### src/rtl/mac_result_writer.sv
// Result writer for the 4-lane MAC array: buffers up to two result groups,
// saturates each lane to 16 bits and streams the words into the result SRAM.
module mac_result_writer #(
  parameter int FRAME_WORDS = 64,
  parameter int ADDR_W      = 8
) (
  input  logic              clk,
  input  logic              rst,
  input  logic              clear,
  input  logic              res_valid,
  input  logic [17:0]       mu1,
  input  logic [17:0]       mu2,
  input  logic [17:0]       mu3,
  input  logic [17:0]       mu4,
  output logic              res_ready,
  output logic              ram_cen,
  output logic              ram_wen,
  output logic [ADDR_W-1:0] ram_addr,
  output logic [15:0]       ram_din,
  output logic              frame_done,
  output logic              overflow
);

  localparam int DATA_W = 18;
  localparam int OUT_W  = 16;
  localparam logic [ADDR_W-1:0] LAST_ADDR = ADDR_W'(FRAME_WORDS - 1);

  typedef enum logic [2:0] {IDLE, WR0, WR1, WR2, WR3} state_t;

  state_t                  state_q, state_d;
  logic [4*DATA_W-1:0]     fifo_p0 [2];
  logic                    rd_ptr, wr_ptr, next_rd;
  logic [1:0]              count;
  logic                    push, drop, pop, issue;
  logic [1:0]              lane;
  logic [4*DATA_W-1:0]     group_in, head;
  logic [DATA_W-1:0]       lane_word;
  logic [ADDR_W-1:0]       wr_addr;

  function automatic logic [OUT_W-1:0] sat16(input logic [DATA_W-1:0] v);
    return (v > 18'd65535) ? 16'hFFFF : v[OUT_W-1:0];
  endfunction

  assign group_in  = {mu4, mu3, mu2, mu1};
  assign res_ready = (count < 2'd2) || ((count == 2'd2) && (state_q == WR3));
  assign push      = res_valid && res_ready && !clear;
  assign drop      = res_valid && !res_ready && !clear;
  assign pop       = (state_q == WR3);
  assign next_rd   = pop ? ~rd_ptr : rd_ptr;

  // The entry written next may be arriving on this very edge, so bypass it.
  assign head = (push && (wr_ptr == next_rd)) ? group_in : fifo_p0[next_rd];

  always_comb begin
    state_d = state_q;
    if (clear) begin
      state_d = IDLE;
    end else begin
      case (state_q)
        IDLE:    if (count != 2'd0) state_d = WR0;
        WR0:     state_d = WR1;
        WR1:     state_d = WR2;
        WR2:     state_d = WR3;
        WR3:     state_d = ((count == 2'd2) || push) ? WR0 : IDLE;
        default: state_d = IDLE;
      endcase
    end
  end

  // Outputs are registered, so the lane to present is chosen from the next state.
  always_comb begin
    issue = 1'b1;
    lane  = 2'd0;
    case (state_d)
      WR0:     lane = 2'd0;
      WR1:     lane = 2'd1;
      WR2:     lane = 2'd2;
      WR3:     lane = 2'd3;
      default: issue = 1'b0;
    endcase
  end

  always_comb begin
    case (lane)
      2'd0:    lane_word = head[DATA_W-1:0];
      2'd1:    lane_word = head[2*DATA_W-1:DATA_W];
      2'd2:    lane_word = head[3*DATA_W-1:2*DATA_W];
      default: lane_word = head[4*DATA_W-1:3*DATA_W];
    endcase
  end

  always_ff @(posedge clk) begin
    if (push) fifo_p0[wr_ptr] <= group_in;
  end

  always_ff @(posedge clk or posedge rst) begin
    if (rst) begin
      state_q    <= IDLE;
      rd_ptr     <= 1'b0;
      wr_ptr     <= 1'b0;
      count      <= 2'd0;
      overflow   <= 1'b0;
      wr_addr    <= '0;
      ram_cen    <= 1'b1;
      ram_wen    <= 1'b1;
      ram_addr   <= '0;
      ram_din    <= '0;
      frame_done <= 1'b0;
    end else begin
      state_q    <= state_d;
      frame_done <= !ram_cen && (ram_addr == LAST_ADDR);
      if (clear) begin
        rd_ptr   <= 1'b0;
        wr_ptr   <= 1'b0;
        count    <= 2'd0;
        overflow <= 1'b0;
        wr_addr  <= '0;
        ram_addr <= '0;
        ram_cen  <= 1'b1;
        ram_wen  <= 1'b1;
      end else begin
        if (push) wr_ptr <= ~wr_ptr;
        rd_ptr  <= next_rd;
        count   <= count + {1'b0, push} - {1'b0, pop};
        if (drop) overflow <= 1'b1;
        ram_cen <= !issue;
        ram_wen <= !issue;
        if (issue) begin
          ram_addr <= wr_addr;
          ram_din  <= sat16(lane_word);
          wr_addr  <= (wr_addr == LAST_ADDR) ? '0 : wr_addr + 1'b1;
        end
      end
    end
  end

endmodule

### config.mk
export PLATFORM = sky130hd
export DESIGN_NAME = mac_result_writer
export DESIGN_NICKNAME = d
export VERILOG_FILES = /design/src/rtl/mac_result_writer.sv
export SDC_FILE = /design/constraint.sdc
export NUM_CORES = 1
export LEC_CHECK = 0
export BUFFER_PORTS_ARGS = -buffer_cell sky130_fd_sc_hd__buf_2
export CAP_MARGIN = 15
export CORE_MARGIN = 10
export CORE_UTILIZATION = 62
export CTS_CLUSTER_DIAMETER = 60
export DETAILED_ROUTE_END_ITERATION = 8
export GPL_TIMING_DRIVEN = 0
export HOLD_SLACK_MARGIN = 0.12
export PLACE_DENSITY = 0.85
export SYNTH_ARGS = -nofsm -noshare
export SYNTH_HDL_FRONTEND = slang
export SYNTH_SLANG_ARGS = --single-unit
### constraint.sdc
create_clock -name clk -period 13.26 [get_ports clk]
set_clock_uncertainty 0.15 [all_clocks]
set_input_delay 2.652 -clock clk [delete_from_list [all_inputs] [get_ports clk]]
set_output_delay 2.652 -clock clk [all_outputs]
set_load 0.02 [all_outputs]
==> Word-level counts from Yosys, hierarchy flattened <==
Memory sizes are Yosys's and may differ from the RTL's.
Cells that the tools add are included.
{ "word_totals": {"regBits": 42, "n_memories": 1, "output_inout_bits": 29, "in_bits": 76, "mem_bits_rw": 144, "word_cells": 78} }
{ "classes": {"n_eq_ne": 14, "n_bitwise": 3, "n_reduce_logical": 21, "n_addsub": 3, "mux": 24, "n_lt_le_gt_ge": 2} }
{ "memory_table": {"columns": ["name", "depth", "word_bits", "read_ports", "rd_clocked_by_memory_dff", "wr", "line_no", "source"], "rows": [
  ["fifo_p0", 2, 72, 1, 0, 1, "31", "logic [4*DATA_W-1:0] fifo_p0 [2];"]
]} }
{ "op_table": {"columns": ["cell", "n"], "rows": [
  ["2-to-1 mux 72 bit", 1],
  ["case mux 18 bit (3 select lines)", 1],
  ["2-to-1 mux 8 bit", 5],
  ["> comparator 18 x 16 -> 1 bit (second input constant)", 1],
  ["== test 8 x 6 -> 1 bit (second input constant)", 2],
  ["2-to-1 mux 16 bit", 1],
  ["case mux 3 bit (5 select lines)", 1],
  ["== test 3 x 2 -> 1 bit (second input constant)", 4],
  ["2-to-1 mux 1 bit", 11],
  ["adder 8 x 1 -> 8 bit (second input constant)", 1],
  ["nonzero test 2 bit", 4],
  ["logical AND 1 bit", 7],
  ["== test 3 x 1 -> 1 bit (second input constant)", 2],
  ["== test 3 bit (second input constant)", 2],
  ["2-to-1 mux 3 bit", 2],
  ["case mux 2 bit (3 select lines)", 1],
  ["== test 2 bit (second input constant)", 2],
  ["zero test 1 bit", 4],
  ["OR reduction 4 bit", 1],
  ["zero test 3 bit", 1],
  ["NOT 1 bit", 3],
  ["adder 2 x 1 -> 2 bit", 1],
  ["== test 2 x 1 -> 1 bit (second input constant)", 1],
  ["zero test 2 bit", 1],
  ["6 further kinds", 7]
]} }

==> Logic depth before layout (Yosys ltp) <==
Gate-level depths: netlist of the first run.
{ "depth": {"word_depth": 15, "depth_mapped": 11, "depth_no_buf": 8} }

==> Worst setup path after synthesis of the first run <==
Ideal clock, no wire load.
{ "synth_path": {"kind": "input to register", "start": "input clear", "end": "memory fifo_p0[0][0] in the netlist's numbering, enable pin", "stages": 3, "path_slack_ns": 6.488, "t_arrival_ns": 6.119, "n_path_buf": 1, "path_cell_list": "clkbuf_1 -> a211o_1 -> nor2_1"} }
{ "synth_via": {"elab_chain_cells": 4} }
{ "synth_rtl": {"columns": ["item", "line_no", "source"], "rows": [
  ["start, declared", "9", "input logic clear,"],
  ["zero test 1 bit", "46", "assign push = res_valid && res_ready && !clear;"],
  ["logical AND 1 bit", "46", null],
  ["2-to-1 mux 1 bit", "93", "if (push) fifo_p0[wr_ptr] <= group_in;"],
  ["2-to-1 mux 1 bit (implied by the code)", "93", null],
  ["end, declared", "31", null]
]} }
Every way passes these cells.

==> Worst setup path in the final report of the first run <==
{ "layout_path": {"start": "input clear", "end": "register ram_din[0]"} }
{ "layout_via": {"elab_chain_cells": 12, "elab_cells_between_ends": 23, "classes_between": "1 x order compare; 6 x eq/ne; 8 x mux; 1 x bitwise; 7 x reduce/logical"} }
{ "layout_rtl": {"columns": ["item", "line_no", "source"], "rows": [
  ["zero test 1 bit", "46", null],
  ["logical AND 1 bit", "46", null],
  ["logical OR 1 bit", "64", "WR3: state_d = ((count == 2'd2) || push) ? WR0 : IDLE;"],
  ["2-to-1 mux 1 bit", "64", null],
  ["case mux 3 bit (5 select lines)", "59", "case (state_q)"],
  ["2-to-1 mux 3 bit", "56", "if (clear) begin"],
  ["== test 3 bit / == test 3 x 2 -> 1 bit (equally long branches)", "74", "case (state_d)"],
  ["case mux 2 bit (3 select lines)", "74", null],
  ["== test 2 bit, or another cell as far along", "84", "case (lane)"],
  ["case mux 18 bit (3 select lines)", "84", null],
  ["> comparator 18 x 16 -> 1 bit", "41", "return (v > 18'd65535) ? 16'hFFFF : v[OUT_W-1:0];"],
  ["2-to-1 mux 16 bit", "41", null],
  ["end signal, assigned", "130", "ram_din <= sat16(lane_word);"],
  ["end, declared", "19", "output logic [15:0] ram_din,"]
]} }
Parallel ways exist; a longest one is shown, timed or not.
A chain may end at the register's enable or synchronous reset.

==> results.json, run 1 <==
{
  "setup_viol": 0,
  "pwr_density_cell_nw_per_um2": 152.6,
  "cts_setup_buffers": 0,
  "final_util": 0.7454,
  "place_area_sq_um": 8859,
  "timing.final.crit_share": 0.3992,
  "firstDrtPassIters": 5,
  "synth_top_area_frac": 0.5397,
  "hold_buffers": 0,
  "drcViolationCount": 0,
  "hold_slack_ns": 0.3314,
  "ctsRootBufferMaster": "clkbuf_16",
  "die_x_um": 133.7,
  "ys_top_cells_by_area": "edfxtp_1 (54%), dfrtp_1 (13%), nand2_1 (6.5%)",
  "cts_buffer_depth": 2,
  "numCtsBuffers": 17,
  "syn2layout_area_growth_pct": 17.40,
  "switching_share": 0.2780,
  "drive_gt1_frac": 0.2211,
  "grt_usage": 0.2368,
  "cts_tree": "built",
  "p_int_w": 0.001036,
  "setup_ws_ns": 7.966,
  "clock_power_share": 0.330,
  "synth.avg_cell_area_sq_um": 12.74,
  "async_flop_share": 0.2258,
  "num_rows": 41,
  "end_kind": "flop",
  "final_common_cell": "edfxtp_1",
  "post-place-ws_ns": 7.691,
  "comb_power_share": 0.177,
  "synth_cells": 629,
  "gp_congestion": 0.8435,
  "max_slew.worst_pin.slew_ns": 0.9876,
  "totalWireLength_um": 21380,
  "dieArea_sq_um": 17870,
  "slew_headroom": 0.3405,
  "yosysWarnings": 0,
  "yosysUniqueCellTypes": 52,
  "status": "finished, final reports clean",
  "hp-class": "reg -> reg",
  "routedWlPerCell_um": 22.72,
  "grt_max_degree": 43,
  "clock_sinks": 186,
  "die_y_um": 133.7,
  "grt_overflow": 0,
  "design_area_sq_um": 9407,
  "drt_iter0_markers": 781,
  "setup_tns_ns": 0,
  "coreArea_sq_um": 12620,
  "seq_area_frac_synth": 0.6710,
  "worstSkewPairLatency_ns": 0.43,
  "clk_pin_slew_ns": 0.06,
  "fmax_ghz": 0.1889,
  "hold_viol_final": 0,
  "io_buffers": 104,
  "cts.repair.resized": 0,
  "ys.flop_type": "edfxtp_1",
  "drv_cap": 0,
  "antenna_found_initial": 0,
  "worstPathRequired_ns": 13.43,
  "period_minus_slack_ns": 5.294,
  "grt_pass1_vias": 6180,
  "ys_ff_latch": 186,
  "cp_max_fo": 10,
  "grt_pass1_wl_um": 32760,
  "power.switching_w": 0.0003989,
  "h-tree-depth": 4,
  "worstPathArrival_ns": 5.46,
  "ios": 105,
  "final_cell_mix": "edfxtp_1 (144), nand2_1 (138), buf_2 (107)",
  "syn-num-nets": 708,
  "leakage_nw": 3.543,
  "diodes": 0,
  "worstSetupPathType": "in -> reg",
  "vias": 6059,
  "vdd_drop_max_v": 0.00009082,
  "synth_area_sq_um": 8013,
  "initial_core_util": 0.6349,
  "rsz0062_at_grt": "no",
  "fin_nets": 835,
  "worstSetupStartpointType": "input pin",
  "seq_power_share": 0.493,
  "slew_violations": 0,
  "synth_edf_count": 144,
  "ant_nets": 0,
  "rrSetupSlack_ns": 9.38,
  "place_hpwl_um": 14750,
  "avgViaCountPerCell": 6.439,
  "synth_top_cell_by_area": "edfxtp_1"
}
-- registers in the layout, indices dropped and copies added (netlist names) --
register,count
wr_addr,8
ram_wen,1
state_q,3
fifo_p0,144
wr_ptr,1
ram_din,16
ram_addr,8
rd_ptr,1
overflow,1
frame_done,1
count,2
-- worst max-delay path, stage by stage --
cell and delay [ns]:
buf_2 0.12, clkbuf_1 0.23, nor2_1 0.74, nand2_1 0.23, buf_2 0.27, clkbuf_1 0.35
a21boi_0 0.31, a311o_1 0.17, a21oi_1 0.09, o32a_1 0.30
-- final cells by class --
class                      instances  area (sq um)
sequential                       186          5376
multi-input combinational        392          2434
timing repair buffer             108         608.1
tap                              172         215.2
inverter                           8         30.03
buffer                            43         195.2
clock inverter                    10         73.82
fill                             848          3213
clock buffer                      22         474.2
-- final timing paths --
check / startpoint / to / cells after the start
max in group asynchronous: rst / state_q[2] / 2
worst max-delay path: clear / ram_din[0] / 10
min in group asynchronous: rst / wr_addr[3] / 2
worst min-delay path: ram_addr[7] / frame_done / 1
worst min register to register: ram_addr[7] / frame_done / 1
worst max register to register: state_q[0] / ram_din[0] / 9
-- synth_stat cells, types with 2 or more instances --
| cell | instances |
|---|---|
| a21boi_0 | 16 |
| a21oi_1 | 34 |
| a311o_1 | 16 |
| a311oi_1 | 16 |
| a31oi_1 | 17 |
| and3_1 | 2 |
| buf_2 | 3 |
| buf_4 | 2 |
| buf_6 | 3 |
| clkbuf_1 | 35 |
| dfrtp_1 | 41 |
| edfxtp_1 | 144 |
| ha_1 | 3 |
| inv_1 | 7 |
| mux2_2 | 16 |
| nand2_1 | 138 |
| nand2b_1 | 3 |
| nand3_1 | 5 |
| nand3b_1 | 10 |
| nor2_1 | 32 |
| nor2b_1 | 2 |
| nor3_1 | 8 |
| o21a_1 | 2 |
| o21ai_0 | 9 |
| o221ai_1 | 16 |
| o32a_1 | 16 |
| xnor2_1 | 4 |
| xor2_1 | 5 |
-- routing by layer --
layer  wire, um  GRT usage  share of wire
met1       8141     0.2885           0.38
met2      10830     0.4023           0.51
met4        603    0.09613          0.028
met5          0          0              0
met3       1805    0.04925          0.084
-- power groups by stage --
stage               Clock, W  Sequential (W)  Combinational, W
finish              0.000473        0.000708          0.000254
global route        0.000498        0.000711          0.000271
CTS                 0.000473        0.000706          0.000252
detailed placement         0        0.000717          0.000248
global placement           0        0.000718          0.000235
floorplan                  0        0.000739          0.000124
-- cell families (layout without fill, tap and decap cells) --
logic type               count (synthesis)  in the layout  synth area share
AND/OR/NAND/NOR                        208            208            0.1117
flip-flops                             186            186            0.6710
AO/OA/AOI/OAI                          155            155            0.1494
buffers and inverters                   51            191           0.02811
multiplexers                            16             16           0.02249
XOR/XNOR                                10             10           0.01265
adder cells (fa/ha/maj)                  3              3          0.004685
-- per-stage QoR --
step / instances / power [W]
2_1_floorplan: 629 / 0.0008626
3_3_place_gp: 905 / 0.0009530
3_5_place_dp: 909 / 0.0009652
4_1_cts: 941 / 0.001431
5_1_grt: 941 / 0.001480
6_report: 941 / 0.001435
(Power assumes the default switching activity.)
==> inputs of run 2 (changes only) <==
- CORE_UTILIZATION: 62 -> 58
- PLACE_DENSITY: 0.85 -> 0.8
- clock period: 13.26 -> 4.9 ns (I/O delays scaled with it)
==> run 2 against run 1 <==
Flip-flop and latch count unchanged. Combinational power rose to 2.7 times the previous value. Clock-buffer cell count up 3. Final area rose by 0.17%. Via count fell by 1.8%. First-iteration DRC count decreased by 14%. Die area rose by 5.9%. Sequential power increased to 2.7 times the previous value. Global-route usage shrank 1.7 points. Critical path depth shrank 1. Clock power grew to 2.8 times the previous value.
==> results.json, run 2 (same netlist as run 1, synthesis figures left out) <==
{
  "grt_usage": 0.2202,
  "grt_pass1_wl_um": 31710,
  "cp_cell_sequence": "buf_6, nor3b_1, xnor2_1, clkbuf_1, clkbuf_1, clkbuf_1, nand2_1, a311oi_1, o32a_1",
  "cts_tree": "built",
  "ios": 105,
  "clk_pin_slew_ns": 0.07,
  "worst-path-buf-inv": 4,
  "cpMaxStageDelayCell": "nor3b_1",
  "syn2layout_area_growth_pct": 17.60,
  "die_x_um": 137.5,
  "cts_buffer_depth": 2,
  "fin_nets": 836,
  "vias": 5950,
  "worstSetupPathType": "reg -> reg",
  "status": "finished, final reports clean",
  "grt_max_degree": 43,
  "setup_tns_ns": 0,
  "numCtsBuffers": 17,
  "max_slew.worst_pin.slew_ns": 0.9184,
  "crit_path_frequent_cell": "clkbuf_1",
  "r2r-end": "ram_din[12]",
  "final_common_cell": "edfxtp_1",
  "h-tree-depth": 4,
  "top_register": "fifo_p0",
  "diodes": 0,
  "io_buffers": 104,
  "initial_core_util": 0.5979,
  "period_minus_slack_ns": 3.836,
  "num_rows": 42,
  "cpPeakStageDelay_ns": 0.53,
  "startpoint": "state_q[1]",
  "rr_worst_depth": 9,
  "final_cell_mix": "edfxtp_1 (144), nand2_1 (138), buf_2 (108)",
  "vdd_drop_max_v": 0.0002540,
  "fillCellCount": 935,
  "routedWlPerCell_um": 22.09,
  "grt_overflow": 0,
  "worstSkewPairLatency_ns": 0.44,
  "hold_viol_final": 0,
  "drv_cap": 0,
  "crit_family": "buffers and inverters",
  "ctsRootBufferMaster": "clkbuf_16",
  "die_y_um": 137.5,
  "clock_sinks": 186,
  "grt_pass1_vias": 5905,
  "drive_gt1_frac": 0.2234,
  "place_area_sq_um": 8853,
  "dp_cells": 914,
  "antenna_found_initial": 0,
  "firstDrtPassIters": 5,
  "slew_violations": 0,
  "leakage_nw": 3.559,
  "fmax_ghz": 0.2607,
  "setup_viol": 0,
  "min_delay_path_depth": 1,
  "dieArea_sq_um": 18920,
  "drcViolationCount": 0,
  "regToRegStartpoint": "state_q[1]",
  "drt_iter0_markers": 675,
  "ant_nets": 0,
  "totalWireLength_um": 20890,
  "fin_cells": 946,
  "cp_max_fo": 10,
  "place_hpwl_um": 14710,
  "largest_reg_flops": 144,
  "gp_congestion": 0.8200,
  "top_regs": "fifo_p0: 144 flops, ram_din: 16 flops",
  "design_area_sq_um": 9423,
  "hold_buffers": 0,
  "avgViaCountPerCell": 6.290,
  "hold_path_end": "frame_done",
  "rsz0062_at_grt": "no",
  "rrSetupSlack_ns": 1.06,
  "coreArea_sq_um": 13400,
  "timing.final.crit_share": 0.7829,
  "hp-class": "reg -> reg",
  "worstPathRequired_ns": 5.12,
  "cts_setup_buffers": 0,
  "slew_headroom": 0.3856,
  "cts.repair.resized": 0,
  "end_kind": "flop",
  "min_from": "ram_addr[7]",
  "total_power_w": 0.003903,
  "worstSetupStartpointType": "flop",
  "worstPathArrival_ns": 4.05,
  "pwr_density_cell_nw_per_um2": 414.2
}
-- run 2: power breakdown --
part	leakage, nW	internal [W]	switching, W
Combinational	1.44	0.000237	0.000440
Clock	0.290	0.000754	0.000563
Sequential	1.83	0.00184	0.0000718
-- run 2: metal layers --
layer  routed length, um  global-route usage
met1                7894              0.2711
met2               10670              0.3707
met3                1774             0.04443
met4                 555             0.09251
met5                   0                   0
-- run 2: how the worst max path moves through the flow --
stage / to / slack [ns] / depth (start not counted)
2_1_floorplan: fifo_p0[0][0] / -0.20 / 3
6_report: ram_din[12] / 1.06 / 9
4_1_cts: ram_din[3] / 1.08 / 9
3_5_place_dp: ram_din[12] / 1.04 / 10
3_3_place_gp: fifo_p0[0][18] / -2.05 / 4
5_1_grt: ram_din[1] / 0.88 / 9
-- run 2: layout make-up --
| cell class | count | area (sq um) | area share |
|---|---|---|---|
| buffer | 43 | 195.2 | 0.02071 |
| clock buffer | 25 | 533.0 | 0.05657 |
| clock inverter | 7 | 36.28 | 0.003851 |
| inverter | 8 | 30.03 | 0.003187 |
| multi-input combinational | 392 | 2426 | 0.2575 |
| sequential | 186 | 5376 | 0.5706 |
| tap | 176 | 220.2 | 0.02337 |
| timing repair buffer | 109 | 605.6 | 0.06427 |
-- run 2: per-stage QoR --
| stage | util | worst slack (ns) | hold WS, ns |
|---|---|---|---|
| detailed placement | 0.6607 | 1.039 | 0.3039 |
| finish | 0.7032 | 1.064 | 0.3196 |
| CTS | 0.7032 | 1.079 | 0.3247 |
| floorplan | - | -0.1997 | 0.3417 |
| global placement | 0.6532 | -2.049 | 0.3089 |
| global route | 0.7032 | 0.8848 | 0.3401 |
==> inputs of run 3 (changes only) <==
- ABC_AREA: default -> 1
- clock period: 4.9 -> 3.8 ns (I/O delays scaled with it)
==> run 3 against run 2 <==
Area after synthesis grew 6.3%. Synthesized cell count grew 40%. Sequential share of layout area shrank 3.3 points. Via count grew 12%. Sequential power grew 29%. Fmax grew 22%. Worst hold slack is essentially flat. Flip-flop and latch count is the same. Register-to-register slack lost 0.42 ns. Setup slack lost 0.42 ns.
==> results.json, run 3 <==
{
  "status": "finished, final reports clean",
  "worstSkewPairLatency_ns": 0.43,
  "r2r-end": "fifo_p0[1][54]",
  "async_flop_share": 0.2258,
  "antenna_found_initial": 1,
  "h-tree-depth": 4,
  "place_hpwl_um": 15000,
  "cts_tree": "built",
  "fmax_ghz": 0.3170,
  "numCtsBuffers": 17,
  "synth_top_family_by_area": "simple AND/OR/NAND/NOR gates",
  "synth_common_cells": "nand2_1 (411), edfxtp_1 (144), nand3_1 (81)",
  "slew_violations": 0,
  "multi_input_area_sq_um": 2754,
  "ys.flop_type": "edfxtp_1",
  "io_buffers": 103,
  "ios": 105,
  "syn-num-nets": 960,
  "worstSetupStartpointType": "flop",
  "synth-simple-area-share": 0.2762,
  "synth.avg_cell_area_sq_um": 9.667,
  "ctsRootBufferMaster": "clkbuf_16",
  "rsz0062_at_grt": "no",
  "totalWireLength_um": 21270,
  "top_register": "fifo_p0",
  "synthAdderAreaFrac": 0.004407,
  "syn2layout_area_growth_pct": 17.48,
  "synth_area_sq_um": 8517,
  "worstPathArrival_ns": 3.14,
  "hp-class": "reg -> reg",
  "vdd_drop_max_v": 0.0003734,
  "seq_area_sq_um": 5376,
  "timing.final.crit_share": 0.8301,
  "grt_overflow": 0,
  "grt_pass1_wl_um": 33160,
  "num_rows": 44,
  "drcViolationCount": 0,
  "hold_viol_final": 0,
  "startpoint": "state_q[1]",
  "drv_cap": 0,
  "top_regs": "fifo_p0: 144 flops, ram_din: 16 flops",
  "rrSetupSlack_ns": 0.65,
  "coreArea_sq_um": 14480,
  "hold_buffers": 0,
  "synthMostInstantiatedCell": "nand2_1",
  "die_x_um": 141.2,
  "final_common_cell": "nand2_1",
  "fillCellCount": 1113,
  "ys_ff_latch": 186,
  "drive_gt1_frac": 0.2059,
  "avgViaCountPerCell": 5.546,
  "grt_max_degree": 43,
  "die_y_um": 141.2,
  "synth-xor-area-share": 0.006170,
  "synth_top_area_frac": 0.5077,
  "routedWlPerCell_um": 17.64,
  "worstSetupPathType": "reg -> reg",
  "firstDrtPassIters": 5,
  "seq_area_frac_synth": 0.6313,
  "leakage_nw": 4.393,
  "max_slew.worst_pin.slew_ns": 0.8973,
  "gp_congestion": 0.8934,
  "cp_max_fo": 26,
  "vias": 6688,
  "synthMuxAreaShare": 0,
  "initial_core_util": 0.5882,
  "cts.repair.resized": 0,
  "post-place-ws_ns": 0.6011,
  "final_cell_mix": "nand2_1 (411), edfxtp_1 (144), buf_2 (129)",
  "cts_buffer_depth": 2,
  "synth_compound_area_frac": 0.03482,
  "rr_worst_depth": 10,
  "fin_cells": 1206,
  "worstPathRequired_ns": 3.78,
  "synth_cells": 881,
  "clk_pin_slew_ns": 0.07,
  "cts_setup_buffers": 0,
  "drt_iter0_markers": 610,
  "ys_top_cells_by_area": "edfxtp_1 (51%), nand2_1 (18%), dfrtp_1 (12%)",
  "place_area_sq_um": 9365,
  "yosysWarnings": 0,
  "largest_reg_flops": 144,
  "setup_viol": 0,
  "synth_edf_count": 144,
  "pwr_density_cell_nw_per_um2": 526.8,
  "ant_nets": 0,
  "min_delay_path_depth": 1,
  "design_area_sq_um": 10010,
  "end_kind": "flop",
  "setup_ws_ns": 0.6457,
  "grt_usage": 0.2123,
  "dieArea_sq_um": 19930,
  "period_minus_slack_ns": 3.154,
  "synth_top_cell_by_area": "edfxtp_1",
  "clock_sinks": 186,
  "fin_nets": 1086,
  "yosysUniqueCellTypes": 35,
  "endpoint": "fifo_p0[1][54]",
  "dp_cells": 1172,
  "regToRegStartpoint": "state_q[1]",
  "grt_pass1_vias": 6342,
  "slew_headroom": 0.4004,
  "hold_slack_ns": 0.3192
}
[run 3: cell families after synthesis]
logic type / Yosys count
xor+xnor: 6
simple gates: 560
flops: 186
compound gates: 49
buf+inv: 77
fa+ha+maj: 3
[run 3: area by class of cell]
class,count,area share
clock buffers,20,0.04664
diodes,2,0.0005002
repair buffers,107,0.06027
multi-input cells,618,0.2752
clock inverters,12,0.01688
plain buffers,44,0.02726
flip-flops and latches,186,0.5373
inverters,33,0.01288
well taps,184,0.02301
[run 3: how the worst min path moves through the flow]
stage,start,to
detailed placement,ram_addr[6],frame_done
global route,ram_addr[6],frame_done
floorplan,wr_addr[0],wr_addr[0]
finish,ram_addr[7],frame_done
CTS,ram_addr[6],frame_done
global placement,ram_addr[6],frame_done
[run 3: worst max-delay path, stage by stage (launching register included)]
cell and delay [ns]:
dfrtp_1 0.45, nor2_4 0.21, nand3_2 0.11, nand2_2 0.12, nand2_4 0.08, nor2_8 0.17, buf_4 0.21, buf_4 0.19
inv_1 0.14, nor2_4 0.71, buf_12 0.28
[run 3: metal layers]
metal,up-vias,part of all wire,GRT usage
li1,3186,-,-
met1,3131,0.40,0.2784
met2,343,0.49,0.3354
met3,28,0.094,0.05442
met4,0,0.016,0.07228
met5,-,0,0
[run 3: power by group]
group	leakage, nW	switching (W)	internal [W]	total, W
Clock	0.315	0.000746	0.00115	0.00190
Sequential	1.84	0.0000899	0.00237	0.00246
Combinational	2.24	0.000615	0.000299	0.000914
Total	4.39	0.00145	0.00382	0.00527
[run 3: metrics by stage]
stage / util / power [W] / setup TNS (ns)
floorplan: - / 0.003060 / -15.42
global placement: 0.6401 / 0.003374 / -186.55
detailed placement: 0.6468 / 0.003406 / 0
CTS: 0.6907 / 0.005276 / 0
global route: 0.6909 / 0.005479 / 0
finish: 0.6911 / 0.005271 / 0
